--- src/rtl/booth_mplier_seq.sv ---
// booth_mplier_seq: iterative radix-4 Booth multiplier with valid/ready handshakes on both sides
// ports: clk, rst_n (async active-low); in_valid/in_ready with mplier, mcand, is_signed;
//        out_valid/out_ready with product (2*WIDTH, registered); busy high while CALC or DONE
module booth_mplier_seq #(
  parameter int WIDTH = 8,
  parameter int PP_PER_CYCLE = 1
) (
  input  logic               clk,
  input  logic               rst_n,
  input  logic               in_valid,
  output logic               in_ready,
  input  logic [WIDTH-1:0]   mplier,
  input  logic [WIDTH-1:0]   mcand,
  input  logic               is_signed,
  output logic               out_valid,
  input  logic               out_ready,
  output logic [2*WIDTH-1:0] product,
  output logic               busy
);
  localparam int NGRP = WIDTH / 2 + 1;
  localparam int PW = 2 * WIDTH;
  localparam int GW = $clog2(NGRP + PP_PER_CYCLE + 1);
  localparam logic [GW-1:0] NGRP_G = GW'(NGRP);
  localparam logic [GW-1:0] STEP = GW'(PP_PER_CYCLE);
  typedef enum logic [1:0] {IDLE, CALC, DONE} state_t;
  state_t state, state_d;
  logic [WIDTH+2:0] mx;
  logic [PW-1:0] mc, acc, sum, m1, pp;
  logic [2:0] g;
  logic [GW-1:0] grp;
  logic ms, cs, accept, last;
  assign ms = is_signed & mplier[WIDTH-1];
  assign cs = is_signed & mcand[WIDTH-1];
  assign accept = in_valid && state == IDLE;
  assign last = grp + STEP >= NGRP_G;
  assign in_ready = state == IDLE;
  assign out_valid = state == DONE;
  assign busy = state != IDLE;
  assign product = acc;
  // The sum is modular, so only the low 2*WIDTH bits of every term can reach the product;
  // mx and mc shift each cycle so the current groups always sit at the bottom.
  always_comb begin
    sum = acc;
    g = '0;
    m1 = '0;
    pp = '0;
    for (int j = 0; j < PP_PER_CYCLE; j++) begin
      g = mx[2*j+2 -: 3];
      m1 = mc << (2 * j);
      pp = (g == 3'd3) ? m1 << 1 :
           (g == 3'd4) ? -(m1 << 1) :
           (g == 3'd1 || g == 3'd2) ? m1 :
           (g == 3'd5 || g == 3'd6) ? -m1 : '0;
      sum = sum + ((grp + GW'(j) < NGRP_G) ? pp : '0);
    end
  end
  always_comb begin
    state_d = state;
    state_d = (state == IDLE && in_valid) ? CALC :
              (state == CALC && last) ? DONE :
              (state == DONE && out_ready) ? IDLE : state;
  end
  always_ff @(posedge clk or negedge rst_n)
    if (!rst_n) begin
      state <= IDLE;
      mx <= '0;
      mc <= '0;
      acc <= '0;
      grp <= '0;
    end else begin
      state <= state_d;
      if (accept) begin
        mx <= {ms, ms, mplier, 1'b0};
        mc <= {{WIDTH{cs}}, mcand};
        acc <= '0;
        grp <= '0;
      end else if (state == CALC) begin
        acc <= sum;
        grp <= grp + STEP;
        mx <= mx >> (2 * PP_PER_CYCLE);
        mc <= mc << (2 * PP_PER_CYCLE);
      end
    end
endmodule

--- config.mk ---
export PLATFORM = sky130hd
export DESIGN_NAME = booth_mplier_seq
export DESIGN_NICKNAME = d
export VERILOG_FILES = /design/src/rtl/booth_mplier_seq.sv
export SDC_FILE = /design/constraint.sdc
export NUM_CORES = 1
export LEC_CHECK = 0
export CORE_ASPECT_RATIO = 1.75
export CORE_MARGIN = 4
export CORE_UTILIZATION = 40
export CTS_CLUSTER_SIZE = 28
export DETAILED_ROUTE_END_ITERATION = 8
export DONT_BUFFER_PORTS = 1
export PLACE_DENSITY_LB_ADDON = 0.08
export SLEW_MARGIN = 10
export SYNTH_ARGS = -nofsm -noshare
export SYNTH_HDL_FRONTEND = slang
export SYNTH_SLANG_ARGS = --single-unit
--- constraint.sdc ---
create_clock -name clk -period 5.2 [get_ports clk]
set_input_delay 1.04 -clock clk [delete_from_list [all_inputs] [get_ports clk]]
set_output_delay 1.04 -clock clk [all_outputs]
set_load 0.02 [all_outputs]
# ---- Word-level counts from Yosys, hierarchy flattened
# Cells that the tools add are included.
# W data, S select, Z words.
dict set report word_totals {
  ff_bits 48
  input_bits 21
}
dict set report classes {
  addsub 4
  magnitude_cmp 2
  n_eq_ne 8
  mux 16
  bitwise_logic 2
  n_reduce_logical 9
}
# cell n
set ops {}
lappend ops {{$mux W16} 9}
lappend ops {{$neg A16 Y16} 2}
lappend ops {{$mux W11} 2}
lappend ops {{$add A16 B16 Y16} 1}
lappend ops {{$eq A3 B3 Y1 const B} 3}
lappend ops {{$eq A3 B2 Y1 const B} 2}
lappend ops {{$mux W2} 3}
lappend ops {{$mux W3} 2}
lappend ops {{$reduce_bool A2 Y1} 2}
lappend ops {{$add A3 B1 Y3 const B} 1}
lappend ops {{$eq A3 B1 Y1 const B} 1}
lappend ops {{$ge A3 B3 Y1 const B} 1}
lappend ops {{$logic_and A1 B1 Y1} 3}
lappend ops {{$lt A3 B3 Y1 const B} 1}
lappend ops {{$reduce_bool A3 Y1} 1}
lappend ops {{$and A1 B1 Y1} 2}
lappend ops {{$eq A2 B1 Y1 const B} 1}
lappend ops {{$eq A2 B2 Y1 const B} 1}
lappend ops {{$logic_not A2 Y1} 1}
lappend ops {{$logic_or A1 B1 Y1} 2}

# ---- Longest topological paths before layout
dict set report depth {
  ltp_word 10
  mapped_depth 17
}

# ---- Worst setup path before layout
# Ideal clock, no wire load.
dict set report synth_path {
  kind {register to register}
  startpoint {register mc[1], in the netlist m1[1]}
  endpoint {register acc[15], in the netlist product[15]}
  setup_ns 0.132
  arrival_ns 3.548
  t_required_ns 5.068
  setup_slack_ns 1.520
  path_stages_with_launch 17
  n_path_buf 0
  path_cell_list {dfrtp_1 > inv_1 > ha_1 > nand2b_4 > or4_1 > or3_1 > xor2_1 > and2_1 > o311ai_1 > a21oi_1 > ha_1 > and3_1 > a31oi_1 > o21ai_1 > nor2b_1 > a221oi_1 > o21ai_1}
}
dict set report synth_via {
  elab_chain_len 9
  elab_cells_between_ends 10
}
# element line
set synth_rtl {}
lappend synth_rtl {{start: declaration} 28} ;# logic [PW-1:0] mc, acc, sum, m1, pp;
lappend synth_rtl {{start signal: assignment} 74} ;# mc <= {{WIDTH{cs}}, mcand};
lappend synth_rtl {{start signal: assignment} 81} ;# mc <= mc << (2 * PP_PER_CYCLE);
lappend synth_rtl {{$neg A16 Y16} 53} ;# (g == 3'd5 || g == 3'd6) ? -m1 : '0;
lappend synth_rtl {{$mux W16} 53}
lappend synth_rtl {{$mux W16} 52} ;# (g == 3'd1 || g == 3'd2) ? m1 :
lappend synth_rtl {{$mux W16} 51} ;# (g == 3'd4) ? -(m1 << 1) :
lappend synth_rtl {{$mux W16 *} 50} ;# pp = (g == 3'd3) ? m1 << 1 :
lappend synth_rtl {{$mux W16 *} 54} ;# sum = sum + ((grp + GW'(j) < NGRP_G) ? pp : '0);
lappend synth_rtl {{$add A16 B16 Y16 *} 54}
lappend synth_rtl {{$mux W16 *} 77} ;# end else if (state == CALC) begin
lappend synth_rtl {{$mux W16 *} 72} ;# if (accept) begin
lappend synth_rtl {{end signal: assignment} 78} ;# acc <= sum;
lappend synth_rtl {{end: declaration} 28}
# Mark *: on every way between the ends. The rest lies on a longest branch, timed or not. The select of a mux whose other input is x is not followed.
# A chain may end at the register's enable or synchronous reset.

# ---- Worst setup path after layout
# Same ends and word-level chain as after synthesis.

==> impl_metrics.json <==
{
  "worst-path-buf-inv": 2,
  "ctsResizeCount": 0,
  "grt_max_degree": 48,
  "powerDensity_nw_per_um2": 782,
  "critPathSlowestCell": "a2111oi_0",
  "clock_power_share_pct": 11.3,
  "leakage_nw": 1.68,
  "syn_avg_cell_area_um2": 8.01,
  "first_pass_iters": 5,
  "grt_pass1_wl_um": 16700,
  "clk_pin_slew_worst_paths_ps": 80,
  "rows": 46,
  "cts.htree.levels": 2,
  "synthArstFlopShare_pct": 100,
  "final_layout_size_suffix_gt1_share_pct": 7.64,
  "critPathRequiredTime_ps": 5380,
  "clk_latency_ps": 300,
  "ys_seq_area_share_pct": 32.0,
  "seqCellArea_um2": 1180,
  "cts_tree": "built",
  "antenna_found_initial": 0,
  "pwr-share-seq_pct": 27.7,
  "yosysUniqueCellTypes": 59,
  "boundaryPins": 40,
  "ys_warn_count": 0,
  "drc": 0,
  "wl_per_cell_um": 18.1,
  "start_kind": "flip-flop",
  "clock-sinks": 47,
  "grt_usage_pct": 19.7,
  "yosysTopAreaCell": "dfrtp_1",
  "dp_hpwl_um": 7420,
  "fin_util_pct": 43.4,
  "fill_cells": 957,
  "initial_core_util_pct": 40.7,
  "drtIter0Drc": 183,
  "synth_top_cell_area_share_pct": 32.0,
  "report.power.total_w": 0.00307,
  "fmax_mhz": 239,
  "finalWirelength_um": 10200,
  "synth_edf_count": 0,
  "worstSetupEndpointType": "flip-flop",
  "finalHoldViolCount": 0,
  "n_antenna_cell": 0,
  "post_cts_buffers": 0,
  "avgViaCountPerCell": 5.96,
  "busiest_layer": "met2",
  "use_met1_pct": 22.3,
  "finClkSkew_ps": 5.82,
  "antenna_left": 0,
  "netSwitchingPower_w": 0.00158,
  "cts_buffer_depth": 2,
  "synth_flop_cell": "dfrtp_1",
  "syn-num-nets": 499,
  "final.min_clock_period_ps": 4180,
  "combinationalPowerShare_pct": 60.9,
  "area_growth_pct": 6.74,
  "nNetsFinal": 484,
  "core_area_um2": 9040,
  "io_buffer_count": 0,
  "layout.cells.non_filler": 565,
  "synth_area_um2": 3680,
  "overflow": 0,
  "clockRootBuffer": "clkbuf_16",
  "cap_violations": 0,
  "switching_share_pct": 51.5,
  "crit_chain": "inv_1 -> ha_1 -> inv_1 -> o21ai_0 -> o21ai_0 -> a2111oi_0 -> ha_1 -> a211oi_1 -> o211ai_1 -> a31oi_1 -> o21ai_1 -> nor2b_1 -> a221oi_1 -> o21ai_1",
  "die_h_um": 135,
  "synth_cells": 459,
  "intPower_w": 0.00149,
  "finalMaxSlewViolations": 0,
  "status": "finished, final reports clean",
  "synthTopCellsByArea": "dfrtp_1 (32%), nand2_1 (8.3%), ha_1 (6.1%), o21ai_0 (5.9%), a21oi_1 (4.5%)",
  "holdBufCountCts": 0,
  "critPathMaxFanout": 7,
  "multi_input_area_um2": 2320,
  "grt_pass1_vias": 3220,
  "place_inst": 557,
  "vias": 3366,
  "setup_tns_ps": 0,
  "slowest_delay_ps": 800,
  "crit_type": "flip-flop to flip-flop",
  "hold_path.class": "input pin to asynchronous set/reset pin",
  "die_area_um2": 10900,
  "worst_pin_slew_ps": 1170,
  "ys_seq_elements": 47,
  "crit_arrival_ps": 4360,
  "synth.most_common_cell": "nand2_1",
  "finalSetupViolCount": 0,
  "slew_headroom_pct": 22.1,
  "cts-buffers-inserted": 5,
  "use_met3_pct": 2.87,
  "fin_ws_ps": 1020,
  "grt_use_met2_pct": 35.9,
  "min_period_over_period_pct": 80.4,
  "synth_common_cells": "nand2_1 (81), dfrtp_1 (47), o21ai_0 (43)",
  "peakVddDrop_uv": 394,
  "place_ws_ps": 958,
  "chipWidth_um": 80.5,
  "place.gp.congestion": 0.862,
  "crit_family": "compound AO/OA/AOI/OAI gates",
  "rsz0062_at_grt": "no"
}
-- layout make-up --
class	count	share of cell area, %
inverters	13	1.24
repair buffers	10	1.91
clock buffers	5	3.19
well taps	120	3.83
flip-flops and latches	47	30.0
clock inverters	3	0.701
multi-input cells	367	59.2
-- cells in the final DEF, fill, tap and decap left out, types with 5 or more instances in the layout --
master	instances
a31oi_1	17
nor2_1	24
a21o_1	8
or3_1	6
xor2_1	15
o31ai_1	5
dfrtp_1	47
inv_1	12
nor3_1	13
nand3_1	9
mux2i_1	6
xnor2_1	12
a22oi_1	10
clkbuf_16	5
a21oi_1	33
nand2_1	81
o21ai_0	43
buf_4	10
a211oi_1	7
a221oi_1	6
ha_1	18
-- power groups by stage --
| stage | logic, W | clock network, W | registers (W) |
|---|---|---|---|
| finish | 0.00187 | 0.000348 | 0.000852 |
| global route | 0.00211 | 0.000368 | 0.000887 |
| CTS | 0.00188 | 0.000358 | 0.000854 |
| detailed placement | 0.00188 | 0 | 0.000860 |
| global placement | 0.00185 | 0 | 0.000857 |
| floorplan | 0.00159 | 0 | 0.000711 |
-- stage by stage --
stage          cell area [um^2]  hold slack [ps]
6_report                   3930              425
5_1_grt                    3930              419
4_1_cts                    3930              422
3_5_place_dp               3770              468
3_3_place_gp               3770              462
2_1_floorplan              3680              446
-- final timing paths --
kind	cells after the start	start	slack, ps	to
hold / removal	0	rst_n	430	product[9]
max in group asynchronous	0	rst_n	4680	m1[15]
min in group clk	2	mx[4]	480	mx[4]
setup reg to reg	14	m1[1]	1020	product[15]
setup / recovery	14	m1[1]	1020	product[15]
hold reg to reg	2	mx[4]	480	mx[4]
-- layer usage --
| metal | up-vias | part of all wire [%] |
|---|---|---|
| li1 | 1628 | - |
| met1 | 1621 | 40 |
| met2 | 91 | 53 |
| met3 | 26 | 3.7 |
| met4 | 0 | 3.4 |
| met5 | - | 0 |
-- sequential cells by signal, summed over array words and instances (netlist names) --
name / flops
m1: 16
mx: 10
state: 2
grp: 3
product: 16
-- kinds of logic (layout without fill, tap and decap cells) --
family	Yosys count	count (layout)	share of synthesized area (%)
DFF	47	47	32.0
xor gates and xnor gates	27	27	6.43
adders and majority gates	20	20	6.94
and+or+nand+nor	159	159	20.6
muxes	7	7	2.25
buffers and inverters	45	31	4.93
AOI/OAI and AO/OA	154	154	26.9
Power figures use the tool's default switching activity.
==> RTL change 1, RTL diff (config.mk and constraints unchanged) <==
Reset style: synchronous (`rst_n`), changed in one clocked block. Comments in the files are not updated.
--- a/src/rtl/booth_mplier_seq.sv
+++ b/src/rtl/booth_mplier_seq.sv
@@ -60,7 +60,7 @@
               (state == CALC && last) ? DONE :
               (state == DONE && out_ready) ? IDLE : state;
   end
-  always_ff @(posedge clk or negedge rst_n)
+  always_ff @(posedge clk)
     if (!rst_n) begin
       state <= IDLE;
       mx <= '0;
Behaviour: differs if rst_n is asserted again (counterexample within 4 cycles, from zero or initial values and one cycle with rst_n low); with rst_n held inactive, the same outputs for 4 cycles.
==> RTL change 1 against the unedited design <==
Setup slack improved by 72 ps. Final area decreased by 2.4%. Sequential cell count unchanged. Via count increased by 2.0%. Routed wire length increased by 2.1%. First-iteration DRC count decreased by 6.0%. Synthesized area decreased by 0.71%. Highest routed layer unchanged.
Power is not compared: it rests on default switching activity, and its combinational part moved more than twofold at a synthesized area within 25%.
==> RTL change 1: results (changes against the unedited design) <==
** Status
- Outcome :: completed

** Power
- Cell internal power was estimated by the tool at 0.710 mW.
- The analysis attributes to cell leakage a power of 1.38 nW.
- The worst-case IR drop observed on VDD is 0.122 mV.

** CTS
- The number of buffers created by CTS was 5 (unchanged).
- # Post-CTS Setup Buffers :: 0 (unchanged)
- After clock tree synthesis, the clock-pin slew on the worst setup and hold paths is 70 ps.
- The clock latency on the worst-skew pair came to 300 ps (about the same).
- The number of H-tree levels was 2 (unchanged).
- The post-cts resize count was 0 (unchanged).
- CTS placed an instance of clkbuf_16 at the clock tree root.
- Clock buffer depth :: 2 (unchanged)

** Min path
- The startpoint identified for the worst hold timing path is mx[3].
- Counting instances, the worst hold path has a depth of 2.
- Worst hold-check path type :: reg2reg

** STA
- The shortest period the worst path allows was 4110 ps (-72.5 ps).
- Final total negative setup slack :: 0 ps (unchanged)
- Post-route clock skew :: 5.12 ps (-0.697 ps)
- The worst slew slack as a fraction of its limit came to 31.9% (+9.8 points).

** Worst setup path
- Launch point of the worst path :: mx[1]
- The highest fanout seen on the critical path was 25 (+18).
- R2r worst-path depth :: 12 (-2)
- The data arrival time of the worst path is 4340 ps (-20 ps).

** Final layout
- The number of nets in the layout was 504 (+4.1%).
- Fillers :: 943 (-1.5%)
- The proportion of layout cells with a drive suffix above 1 was 6.02% (-1.6 points).
- The antenna cell count is 0 (unchanged).

** Placement
- Routability Congestion :: 0.860 (-0.23%)
- Detail Placement HPWL :: 7600 um (+2.4%)
- Number of port buffers :: 0 (unchanged)

** GRT
- The overall fraction of global-route tracks in use is 19.9% (+0.20 points).
- Pin count of the biggest net entering global routing :: 37 (-23%)
- The number of global-route vias before repair was 3,304 (+2.6%).
- Global-route wire length before repair :: 16,900 um (+1.2%)
- Initial antenna violation count :: 0 (unchanged)

** Yosys
- The share of synthesized flip-flops with an asynchronous set or reset was 0% (-100 points).
- The share of the yosys chip area belonging to registers is 25.8% (-6.2 points).
- The total number of yosys warnings is 0 (unchanged).
- Cell area after synthesis :: 0.00365 mm2 (-0.71%)
- The distinct cell type count of the synthesized netlist is 67 (+14%).
- Most used DFF post-synth :: dfxtp_1
- Commonest cells post-synth :: nand2_1 (62), a21oi_1 (50), dfxtp_1 (47)
- The post-synth net total is 530 (+6.2%).
- Ranked by total cell area, the synthesized netlist is headed by dfxtp_1 (26%), a21oi_1 (6.9%), nand2_1 (6.4%).

** Detailed routing
- The post-detailed-route via-to-cell ratio came to 5.90 (-0.96%).
- Wirelength, routed :: 10,400 um (+2.1%)
- The first-pass iteration count of the detailed router was 4 (-1).
- The initial DRC count was 172 (-6.0%).
RTL change 1: cell types whose count changed after synthesis, moves of 6 or more:
cell      delta
o21a_1       +6
a21oi_1     +17
a21boi_0    +16
dfxtp_1     +47
nor2_1       +7
nand2_1     -19
nor2b_1      +7
a31oi_1     -14
dfrtp_1     -47
xor2_1       -8
RTL change 1: kinds of logic (layout without fill, tap and decap cells):
| family | Yosys count | in the layout | synth area share, % |
|---|---|---|---|
| mux | 6 | 6 | 1.75 |
| compound gates | 171 | 171 | 30.5 |
| buf+inv | 55 | 30 | 6.75 |
| fa+ha+maj | 21 | 21 | 7.27 |
| simple gates | 170 | 170 | 23.2 |
| xor+xnor | 20 | 20 | 4.80 |
| flops | 47 | 47 | 25.8 |
RTL change 1: worst paths after layout:
| path | endpoint | slack (ps) |
|---|---|---|
| min | mx[3] | 470 |
| min reg2reg | mx[3] | 470 |
| max reg2reg | product[15] | 1090 |
| max | product[15] | 1090 |
RTL change 1: worst max-delay path, stage by stage (launching register included):
cell       delay (ps)
dfxtp_1           900
inv_1             310
and3_1            420
a221oi_1          320
nor2_1             70
ha_1              330
a21o_1            220
a2111oi_2         400
a21bo_2           240
a2111oi_0         120
or3_1             360
mux2i_1           170
mux2i_1           190
RTL change 1: routing by layer:
layer  part of all wire [%]  vias to the layer above  global-route usage (%)
li1                       -                     1729                       -
met1                     42                     1611                    23.4
met2                     52                       80                    35.1
met3                    4.0                       14                    3.56
met4                    2.6                        0                    7.52
met5                      0                        -                       0
RTL change 1: per-stage QoR:
stage	setup WS (ps)	std cells	instance area (um2)	util (%)	total power, mW
floorplan	1740	490	3650	-	0.628
global placement	1210	574	3660	41.7	0.682
detailed placement	1140	574	3660	41.7	0.683
CTS	1100	582	3830	43.6	1.08
global route	728	582	3830	43.6	1.12
finish	1090	582	3830	43.6	1.07
RTL change 1: area by class of cell:
type                            count  area, um2  area share (%)
Multi-Input combinational cell    388       2470            64.4
Inverter                           16       60.1            1.57
Tap cell                          117        146            3.82
Sequential cell                    47        941            24.6
Clock inverter                      3       46.3            1.21
Timing Repair Buffer                6       45.0            1.18
Clock buffer                        5        125            3.27
RTL change 1: power groups by stage:
stage / clock, mW / combinational, mW / sequential, mW
floorplan: 0 / 0.223 / 0.404
global placement: 0 / 0.245 / 0.437
detailed placement: 0 / 0.246 / 0.436
CTS: 0.400 / 0.248 / 0.429
global route: 0.413 / 0.274 / 0.434
finish: 0.390 / 0.247 / 0.430
==> RTL change 2, RTL diff (same flow settings) <==
Made on the original files. Set the parameter `WIDTH` to 16 (it was 8).
--- a/src/rtl/booth_mplier_seq.sv
+++ b/src/rtl/booth_mplier_seq.sv
@@ -2,7 +2,7 @@
 // ports: clk, rst_n (async active-low); in_valid/in_ready with mplier, mcand, is_signed;
 //        out_valid/out_ready with product (2*WIDTH, registered); busy high while CALC or DONE
 module booth_mplier_seq #(
-  parameter int WIDTH = 8,
+  parameter int WIDTH = 16,
   parameter int PP_PER_CYCLE = 1
 ) (
   input  logic               clk,
Interface: changed (resized mcand, mplier and product); port bits go from 40 to 72. No check against the original RTL was run, so the function may have changed too.
==> RTL change 2 against the unedited design <==
Sequential share of layout area down 1.9 points. Fmax shrank 14%. Routed wire length grew 140%. Synthesized area up 98%. Final area grew 100%. Setup slack worse by 670 ps. Sequential cell count rose by 41. Largest cell class unchanged. Global-route usage grew 4.5 points. Critical path type unchanged.
Power is left out: it rests on default switching activity, and per cell area and clock period it moved more than threefold.
==> RTL change 2: results (changes against the unedited design) <==
** Final layout
- Fillers :: 1,802 (+88%)
- Share of cells above drive strength 1 :: 8.55% (+0.91 points)
- The antenna cell count came to 0 (unchanged).
- The number of nets in the layout was 991 (+100%).

** STA
- Count of endpoints failing setup in the final report :: 0 (unchanged)
- Post-route clock skew :: 7.85 ps (+2.03 ps)
- The worst slew slack as a fraction of its limit was 51.8% (+30 points).
- Worst hold margin :: 378 ps (-47.1 ps)

** Placement
- The final weighted congestion in routability-driven placement came to 0.953 (+11%).
- Detail Placement HPWL :: 17,600 um (+140%)

** GRT
- Global-route usage over all layers :: 24.2% (+4.5 points)
- The number of global-route vias before repair was 7,229 (+120%).
- The pin count of the biggest net entering global routing is 89 (+85%).
- The first-pass GRT wire length is 38,800 um (+130%).

** Yosys
- The share of synthesized flip-flops with an asynchronous set or reset is 100% (unchanged).
- Sequential-to-total area share from yosys stat :: 30.2% (-1.8 points)
- Yosys attributes the largest share of cell area to dfrtp_1 (30%), nand2_1 (6.8%), o21ai_0 (6.7%).
- The distinct cell type count of the synthesized netlist was 66 (+12%).
- Net count after synthesis :: 1,027 (+110%)
- Commonest cells post-synth :: nand2_1 (132), o21ai_0 (97), dfrtp_1 (88)

** Status
- Outcome :: completed

** Detailed routing
- Wirelength, routed :: 24,200 um (+140%)
- Vias per std cell :: 6.12 (+2.8%)
- Initial detailed-routing violation count :: 354 (+93%)

** Worst setup path
- The worst reg-to-reg setup slack came to 350 ps (-670 ps).
- Startpoint of the worst-slack reg-to-reg timing path :: m1[2]
- Worst reg2reg endpoint :: product[31]
- The longest individual stage delay on the worst path is 510 ps (-290 ps).
- R2r worst-path depth :: 16 (+2)
- Critical path peak fanout :: 9 (+2)
- The slowest stage of the critical path is the or3_1 cell.

** CTS
- The clock latency on the worst-skew pair was 350 ps (+50 ps).
- The number of H-tree levels came to 3 (+1).
- The number of buffers created by CTS was 9 (+4).
- Clk root buf :: clkbuf_16
RTL change 2: cell count changes in the layout (fill, tap and decap cells not counted), sizes merged, moves of 20 or more:
cell   delta
a21oi    +42
a22oi    +20
buf      +24
dfrtp    +41
nand2    +53
nor2     +64
o21ai    +53
RTL change 2: cell type report:
class / count / area share [%]
Inverter: 24 / 1.15
Tap cell: 234 / 3.73
Sequential cell: 88 / 28.0
Clock inverter: 6 / 0.653
Timing Repair Buffer: 34 / 3.25
Multi-Input combinational cell: 762 / 60.3
Clock buffer: 10 / 2.91
RTL change 2: cells by family after synthesis:
| logic type | share of synthesized area, % |
|---|---|
| buf+inv | 5.90 |
| simple gates | 21.9 |
| compound gates | 27.3 |
| xor+xnor | 6.00 |
| flops | 30.2 |
| mux | 2.01 |
| fa+ha+maj | 6.65 |
RTL change 2: repair_timing:
item	4_1_cts	5_1_grt
gates resized for setup	0	11
hold buffers	0	0
hold endpoints to repair	0	0
setup endpoints to repair	0	4
buffers inserted	0	0
RTL change 2: worst max path at each step:
stage | endpoint | start | cells past startpoint
6_report | product[31] | m1[2] | 16
3_5_place_dp | product[31] | m1[9] | 18
4_1_cts | product[31] | m1[9] | 18
3_3_place_gp | product[31] | m1[9] | 18
5_1_grt | product[31] | m1[0] | 20
2_1_floorplan | product[30] | m1[5] | 18
RTL change 2: worst register-to-register path, stage by stage (launching register included):
cell and delay [ps]:
dfrtp_1 470, or3_1 510, or3_1 430, nor3_1 340
xnor2_1 210, nand2_1 90, a311oi_1 410, ha_1 350
a21oi_1 240, nor3_1 80, a2111o_1 420, a22oi_1 280
a31oi_2 190, a211oi_2 230, xor2_1 210, o21ai_1 80
a22o_1 200
RTL change 2: metal layers:
metal | track usage [%] | routed length [um] | up-vias
met5 | 0 | 0 | -
met4 | 13.6 | 1300 | 0
met3 | 3.63 | 1020 | 74
met2 | 43.5 | 12900 | 207
met1 | 26.2 | 9000 | 3437
li1 | - | - | 3371
RTL change 2: metrics by stage:
stage | cells | TNS, ps | instance area, um2 | utilization (%) | worst slack (ps)
2_1_floorplan | 955 | 0 | 7300 | - | 733
3_3_place_gp | 1142 | 0 | 7520 | 41.9 | 120
3_5_place_dp | 1142 | 0 | 7520 | 41.9 | 104
4_1_cts | 1158 | 0 | 7800 | 43.4 | 87.2
5_1_grt | 1158 | -3.77 | 7860 | 43.7 | -3.77
6_report | 1158 | 0 | 7860 | 43.7 | 348
